==> src/rtl/uart_tx.sv <==
// uart_tx: bus-attached 8N1 UART transmitter. Bytes written to DATA are queued
// in a small circular FIFO and shifted out LSB first on a registered tx line.
// STATUS exposes overrun, busy and transmit-ready; o_int pulses once when the
// line drains with nothing left to send.
module uart_tx #(
  parameter int SYS_CLK    = 25_000_000,
  parameter int BAUDRATE   = 115200,
  parameter int FIFO_DEPTH = 4
) (
  input  logic       i_clk,
  input  logic       i_reset_n,
  input  logic [7:0] i_dat,
  output logic [7:0] o_dat,
  input  logic       i_addr,
  input  logic       i_we,
  input  logic       i_cyc,
  output logic       tx,
  output logic       o_int
);

  // Bit period in clock cycles; the baud counter runs 0..TICK-1 within each bit.
  localparam int          TICK      = SYS_CLK / BAUDRATE;
  localparam logic [11:0] TICK_LAST = 12'(TICK - 1);

  // FIFO pointers carry one extra wrap bit so full and empty can be told apart.
  localparam int          AW      = $clog2(FIFO_DEPTH);
  localparam logic [AW:0] PTR_ONE = {{AW{1'b0}}, 1'b1};

  // Frame sequencer states.
  localparam logic [1:0] ST_IDLE  = 2'd0;
  localparam logic [1:0] ST_START = 2'd1;
  localparam logic [1:0] ST_DATA  = 2'd2;
  localparam logic [1:0] ST_STOP  = 2'd3;

  // FIFO storage and pointers.
  logic [7:0]  mem_r [FIFO_DEPTH];
  logic [AW:0] wr_ptr_r;
  logic [AW:0] rd_ptr_r;

  // Sequencer registers.
  logic [1:0]  state_r;
  logic [11:0] cnt_r;
  logic [2:0]  idx_r;
  logic [7:0]  shift_r;
  logic        tx_r;
  logic        done_r;
  logic        int_r;
  logic        ov_r;

  // Combinational decode and next-state values.
  logic        empty_s;
  logic        full_s;
  logic        wr_data_s;
  logic        rd_status_s;
  logic        push_s;
  logic        overflow_s;
  logic        pop_s;
  logic        done_s;
  logic        bit_end_s;
  logic        busy_s;
  logic        line_s;
  logic [7:0]  head_s;
  logic [1:0]  state_nx_s;
  logic [11:0] cnt_nx_s;
  logic [2:0]  idx_nx_s;
  logic [7:0]  shift_nx_s;

  assign empty_s     = (wr_ptr_r == rd_ptr_r);
  assign full_s      = (wr_ptr_r[AW] != rd_ptr_r[AW]) &&
                       (wr_ptr_r[AW-1:0] == rd_ptr_r[AW-1:0]);
  assign wr_data_s   = i_cyc & i_we & ~i_addr;
  assign rd_status_s = i_cyc & ~i_we & i_addr;
  // Fullness is taken before any same-cycle pop, so a write while full is lost.
  assign push_s      = wr_data_s & ~full_s;
  assign overflow_s  = wr_data_s & full_s;
  assign head_s      = mem_r[rd_ptr_r[AW-1:0]];
  assign bit_end_s   = (cnt_r == TICK_LAST);
  // done_r covers the last stop-bit cycle, which is still on the registered
  // line for one cycle after the sequencer has returned to IDLE.
  assign busy_s      = (state_r != ST_IDLE) || !empty_s || done_r;

  assign tx    = tx_r;
  assign o_int = int_r;

  // FIFO write and read pointers; push and pop may both happen in one cycle.
  always_ff @(posedge i_clk or negedge i_reset_n) begin
    if (!i_reset_n) begin
      wr_ptr_r <= {(AW+1){1'b0}};
      rd_ptr_r <= {(AW+1){1'b0}};
    end else begin
      if (push_s) begin
        wr_ptr_r <= wr_ptr_r + PTR_ONE;
      end
      if (pop_s) begin
        rd_ptr_r <= rd_ptr_r + PTR_ONE;
      end
    end
  end

  // FIFO storage; contents are meaningless while the pointers say empty.
  always_ff @(posedge i_clk) begin
    if (push_s) begin
      mem_r[wr_ptr_r[AW-1:0]] <= i_dat;
    end
  end

  // Next-state, baud timing and shift-register load for the frame sequencer.
  always_comb begin
    state_nx_s = state_r;
    cnt_nx_s   = cnt_r;
    idx_nx_s   = idx_r;
    shift_nx_s = shift_r;
    pop_s      = 1'b0;
    done_s     = 1'b0;
    case (state_r)
      ST_IDLE: begin
        cnt_nx_s = 12'd0;
        idx_nx_s = 3'd0;
        if (!empty_s) begin
          pop_s      = 1'b1;
          shift_nx_s = head_s;
          state_nx_s = ST_START;
        end else begin
          state_nx_s = ST_IDLE;
        end
      end
      ST_START: begin
        if (bit_end_s) begin
          cnt_nx_s   = 12'd0;
          idx_nx_s   = 3'd0;
          state_nx_s = ST_DATA;
        end else begin
          cnt_nx_s = cnt_r + 12'd1;
        end
      end
      ST_DATA: begin
        if (bit_end_s) begin
          cnt_nx_s = 12'd0;
          if (idx_r == 3'd7) begin
            idx_nx_s   = 3'd0;
            state_nx_s = ST_STOP;
          end else begin
            idx_nx_s   = idx_r + 3'd1;
            state_nx_s = ST_DATA;
          end
        end else begin
          cnt_nx_s = cnt_r + 12'd1;
        end
      end
      ST_STOP: begin
        if (bit_end_s) begin
          cnt_nx_s = 12'd0;
          if (!empty_s) begin
            // Chain straight into the next start bit with no idle gap.
            pop_s      = 1'b1;
            shift_nx_s = head_s;
            state_nx_s = ST_START;
          end else begin
            done_s     = 1'b1;
            state_nx_s = ST_IDLE;
          end
        end else begin
          cnt_nx_s = cnt_r + 12'd1;
        end
      end
      default: begin
        cnt_nx_s   = 12'd0;
        idx_nx_s   = 3'd0;
        state_nx_s = ST_IDLE;
      end
    endcase
  end

  // Line level implied by the current sequencer state.
  always_comb begin
    line_s = 1'b1;
    case (state_r)
      ST_START: line_s = 1'b0;
      ST_DATA:  line_s = shift_r[idx_r];
      default:  line_s = 1'b1;
    endcase
  end

  // Sequencer state, registered tx line and the drain interrupt pipeline.
  always_ff @(posedge i_clk or negedge i_reset_n) begin
    if (!i_reset_n) begin
      state_r <= ST_IDLE;
      cnt_r   <= 12'd0;
      idx_r   <= 3'd0;
      shift_r <= 8'd0;
      tx_r    <= 1'b1;
      done_r  <= 1'b0;
      int_r   <= 1'b0;
    end else begin
      state_r <= state_nx_s;
      cnt_r   <= cnt_nx_s;
      idx_r   <= idx_nx_s;
      shift_r <= shift_nx_s;
      tx_r    <= line_s;
      // o_int lines up with tx: it rises as the stop bit leaves the line.
      done_r  <= done_s;
      int_r   <= done_r;
    end
  end

  // Overrun flag: set by a dropped write, cleared by a STATUS read unless a
  // write is dropped on the same edge.
  always_ff @(posedge i_clk or negedge i_reset_n) begin
    if (!i_reset_n) begin
      ov_r <= 1'b0;
    end else if (overflow_s) begin
      ov_r <= 1'b1;
    end else if (rd_status_s) begin
      ov_r <= 1'b0;
    end else begin
      ov_r <= ov_r;
    end
  end

  // Bus read data; DATA reads return zero.
  always_comb begin
    o_dat = 8'd0;
    if (rd_status_s) begin
      o_dat = {5'd0, ov_r, busy_s, ~full_s};
    end else begin
      o_dat = 8'd0;
    end
  end

endmodule

==> config.mk <==
export PLATFORM = sky130hd
export DESIGN_NAME = uart_tx
export DESIGN_NICKNAME = d
export VERILOG_FILES = /design/src/rtl/uart_tx.sv
export SDC_FILE = /design/constraint.sdc
export NUM_CORES = 1
export LEC_CHECK = 0
export BUFFER_PORTS_ARGS = -buffer_cell sky130_fd_sc_hd__buf_2
export CAP_MARGIN = 20
export CORE_UTILIZATION = 54
export CTS_CLUSTER_DIAMETER = 150
export DETAILED_ROUTE_END_ITERATION = 6
export PLACE_DENSITY = 0.73
export SLEW_MARGIN = 20
export SYNTH_ARGS = -nofsm -noshare
export SYNTH_HDL_FRONTEND = slang
export SYNTH_SLANG_ARGS = --single-unit
==> constraint.sdc <==
create_clock -name i_clk -period 3 [get_ports i_clk]
set_input_delay 0 -clock i_clk [delete_from_list [all_inputs] [get_ports i_clk]]
set_output_delay 0 -clock i_clk [all_outputs]
set_load 0.05 [all_outputs]
# After elaboration in Yosys (flattened, before gate mapping)
# Memory sizes are Yosys's and may differ from the RTL's.
# Index checks and enable logic that the tools add are counted.
# Widths: inputs -> output; s select.
# totals
wordCells	78
ram_bits	32
output_inout_bits	10
mem_count	1
inputBits	13
register_bits	35
latch_bits	0
rom_bits	0
# classes
mul	0
n_shift	0
order_cmp	1
div	0
bitwise_logic	9
n_reduce_logical	13
addsub	4
n_mux	29
eq_ne	11
# mem_list
name	words	width	read_ports	rd_ports_with_merged_regs	write_ports	line_no	source
mem_r	4	8	1	0	1	36	logic [7:0] mem_r [FIFO_DEPTH];
# ops
op	n
$pmux 12 s2	1
$mux 8	2
$pmux 8 s2	1
$add 12x1->12 const B	1
$eq 12x8->1 const B	1
$mux 1	12
$mux 12	1
$mux 3	4
$add 3x1->3 const B	3
$pmux 3 s3	1
$pmux 2 s4	1
$and 1x1->1	6
$mux 2	3
$ne 2x2->1 const B	3
$reduce_and 3->1	2
$reduce_bool 2->1	3
$eq 2x2->1 const B	2
$lt 3x4->1 const B	1
$pmux 1 s2	2
$bmux 1 s3	1
$eq 3x3->1	1
$eq 3x3->1 const B	1
$not 1->1	3
$reduce_bool 3->1	1
other kinds (9)	10

# Logic depth before layout (Yosys ltp)
# logic_depth
depth_word	6
depth_mapped	8
mapped_depth_nobuf	6

# Worst setup path after synthesis
# Ideal clock, no wire load.
# synth_path
path_kind	reg-to-reg
startpoint	register cnt_r[0]
endpoint	register shift_r[0]
path_slack_ns	0.599
path_stages_with_launch	9
period_less_slack_ns	2.401
arrival_ns	2.276
setup_ns	0.125
path_cell_list	dfrtp_1 > inv_1 > ha_1 > or4b_4 > or3_1 > buf_6 > a211o_1 > buf_6 > mux2_4
# synth_via
elab_chain_len	3
# synth_rtl
element	line_no	source
from (decl)	42	logic [11:0] cnt_r;
from (signal assigned)	196	cnt_r <= cnt_nx_s;
$eq 12x8->1	77	assign bit_end_s = (cnt_r == TICK_LAST);
$ne 2x2->1 (no source line)	-	
$reduce_and 2->1 (no source line)	-	
to (signal assigned)	198	shift_r <= shift_nx_s;
to (decl)	44	logic [7:0] shift_r;
# No other way between the ends.
# A chain may end at the register's enable or synchronous reset.

# Final worst setup path
# Ends and elaborated chain as after synthesis.

==> impl_metrics.tcl <==
set metrics [dict create \
    grt_pass1_vias 1729 \
    gp_congestion 0.749 \
    swShare 0.264 \
    final_cells 323 \
    p_clk_frac 0.386 \
    r2r_cells 6 \
    start_util 0.564 \
    die_y_um 78.1 \
    min_path_cells 3 \
    grt_max_degree 36 \
    tightest_slew_ps 771 \
    fin_skew_ps 15.5 \
    min_period_ps 2630 \
    reg2reg_slack_ps 370 \
    reg2reg_to "shift_r[0]" \
    wl_per_cell_um 16.5 \
    die_x_um 78.1 \
    cts_resized 0 \
    synth_compound_area_frac 0.0461 \
    critPathMaxFanout 9 \
    synth_top_family_by_area "multiplexers" \
    yosys.area_share.simple 0.0921 \
    synth_edf_count 32 \
    fmax_mhz 380 \
    dp_slack_ps 376 \
    nNetsFinal 273 \
    drt_iter0_drc 81 \
    drv_slew 0 \
    intPower_mw 1.48 \
    io_buffers 17 \
    cts_htree_levels 3 \
    maxCapViolCount 0 \
    cp-endpoint "shift_r[0]" \
    syn_area_um2 3120 \
    ys_dominant_reg_cell "dfrtp_1" \
    setup.worst_path.start "cnt_r[0]" \
    hpwlAfterDp_um 3370 \
    row_count 27 \
    synthMuxAreaShare 0.131 \
    cts_root_buffer "clkbuf_8" \
    p_leak_nw 1.48 \
    synth.distinct_cells 44 \
    io_pins 23 \
    ys_ff_latch 67 \
    hold_buffers 10 \
    pwr-share-comb 0.097 \
    fillers 416 \
    power_mw 2.02 \
    vias_per_cell 5.37 \
    synthAdderAreaFrac 0.0561 \
    core_um2 5540 \
    cts_setup_buffers 0 \
    grt_pass1_wl_um 8780 \
    dr.pass1.iters 4 \
    wirelength_um 5330 \
    period_share 0.878 \
    p_switching_mw 0.533 \
    layout_commonest_cell "dfrtp_1" \
    min-delay-path-class "in2reg" \
    grt_usage 0.202 \
    antenna_found_initial 0 \
    layout_common_cells "34 x dfrtp_1, 32 x edfxtp_1, 17 x buf_2" \
    dr_total_vias 1733 \
    ant_nets 0 \
    dpl.cell_count 297 \
    cts_tree "yes" \
    p_per_area_nw_per_um2 567 \
    cts_buffer_depth 2 \
    worstReg2RegStart "cnt_r[0]" \
    worstPathRequired_ps 3220 \
    synth-warning-count 0 \
    cts_buffers 9 \
    path_clk_slew_ps 80 \
    clock_latency_ps 350 \
    drive_gt1_frac 0.255 \
    cp-start-kind "register" \
    syn_inst 213 \
    cts.sinks 67 \
    finalSetupViolations 0 \
    drc 0 \
    seqPwrFrac 0.517 \
    critPathKind "reg2reg" \
    synth.avg_cell_area_um2 14.7 \
    syn2layout_area_growth_pct 13.9 \
    synth-xor-area-share 0.0477 \
    ir_drop_v 0.000436 \
    ys_seq_area_frac 0.588 \
    synthArstFlopShare 0.522 \
    hold_violations 0 \
    cp-end-kind "register" \
    status "completed" \
    setup_slack_ps 366 \
    diodes 0 \
    die_area_um2 6090 \
    rsz0062_at_grt "false" \
    grt_overflow 0 \
    cp_data_arrival_time_ps 2860 \
    fin_setup_tns_ps 0 \
    maxSlewHeadroom 0.486 \
]
## cells in the mapped netlist (3+ instances only)
library cell  count  area [um2]
clkbuf_1          3        11.3
mux4_2           10         225
mux2i_1           3        30.0
a22o_1            4        35.0
dfrtp_1          34         851
mux2_2            3        33.8
and2_1            5        31.3
ha_1             14         175
inv_1            11        41.3
edfxtp_1         32         961
mux2_4            8         120
xnor2_1           8        70.1
xor2_1            9        78.8
nand3_1           4        20.0
nor3_1            6        30.0
buf_4             5        37.5
nand4_1           3        18.8
nor2_1           15        56.3
nor4b_1           3        26.3
nand2_1           5        18.8
## worst max-delay path, cell delays in order (launching register included)
cell and delay (ps):
dfrtp_1 420, inv_1 70, ha_1 150, or4b_4 470
or3_1 530, a211o_1 530, mux2_4 360
## power groups by stage
stage          registers [mW]  clock network [mW]  logic [mW]
4_1_cts                  1.04               0.796       0.198
3_3_place_gp             1.06                   0       0.182
5_1_grt                  1.05               0.833       0.222
3_5_place_dp             1.06                   0       0.187
6_report                 1.04               0.779       0.195
2_1_floorplan            1.05                   0       0.130
## flip-flops by register name (all words and copies together), names as in the netlist
name and cells:
mem_r 32, done_r 1, tx 1, state_r 2
shift_r 8, wr_ptr_r 3, o_int 1, cnt_r 12
idx_r 3, rd_ptr_r 3, ov_r 1
## cell type report
| type | instances | area [um2] | area share |
|---|---|---|---|
| inverters | 11 | 41.3 | 0.0116 |
| well taps | 72 | 90.1 | 0.0253 |
| clock buffers | 9 | 124 | 0.0348 |
| repair buffers | 29 | 200 | 0.0563 |
| clock inverters | 7 | 81.3 | 0.0229 |
| flip-flops and latches | 67 | 1840 | 0.517 |
| multi-input cells | 128 | 1180 | 0.333 |
## worst min-delay path by stage
stage / start / end / slack, ps
4_1_cts: i_cyc / ov_r / 40
5_1_grt: i_cyc / ov_r / 80
3_5_place_dp: i_reset_n / cnt_r[5] / 130
6_report: i_cyc / ov_r / 60
2_1_floorplan: i_reset_n / cnt_r[0] / -300
3_3_place_gp: i_reset_n / cnt_r[5] / 120
## routing by layer
metal  up-vias  GRT usage  wire length [um]
met5         -          0                 0
met4         0      0.100               143
met3        12     0.0616               212
met2        47      0.319              2630
met1       837      0.254              2340
li1        837          -                 -
## per-stage QoR
step	hold slack [ps]	utilization	instance area (um2)
floorplan	-296	-	3140
global placement	118	0.587	3250
detailed placement	133	0.587	3250
CTS	36.1	0.642	3560
global route	78.6	0.642	3560
finish	59.8	0.642	3560
## cell families (layout without fill, tap and decap cells)
family / count (synthesis) / count (layout)
AOI/OAI and AO/OA: 16 / 16
xor gates and xnor gates: 17 / 17
adders and majority gates: 14 / 14
buffers and inverters: 22 / 56
DFF: 67 / 67
muxes: 24 / 24
other: 1 / 5
and+or+nand+nor: 52 / 52
Power figures use the tool's default switching activity.
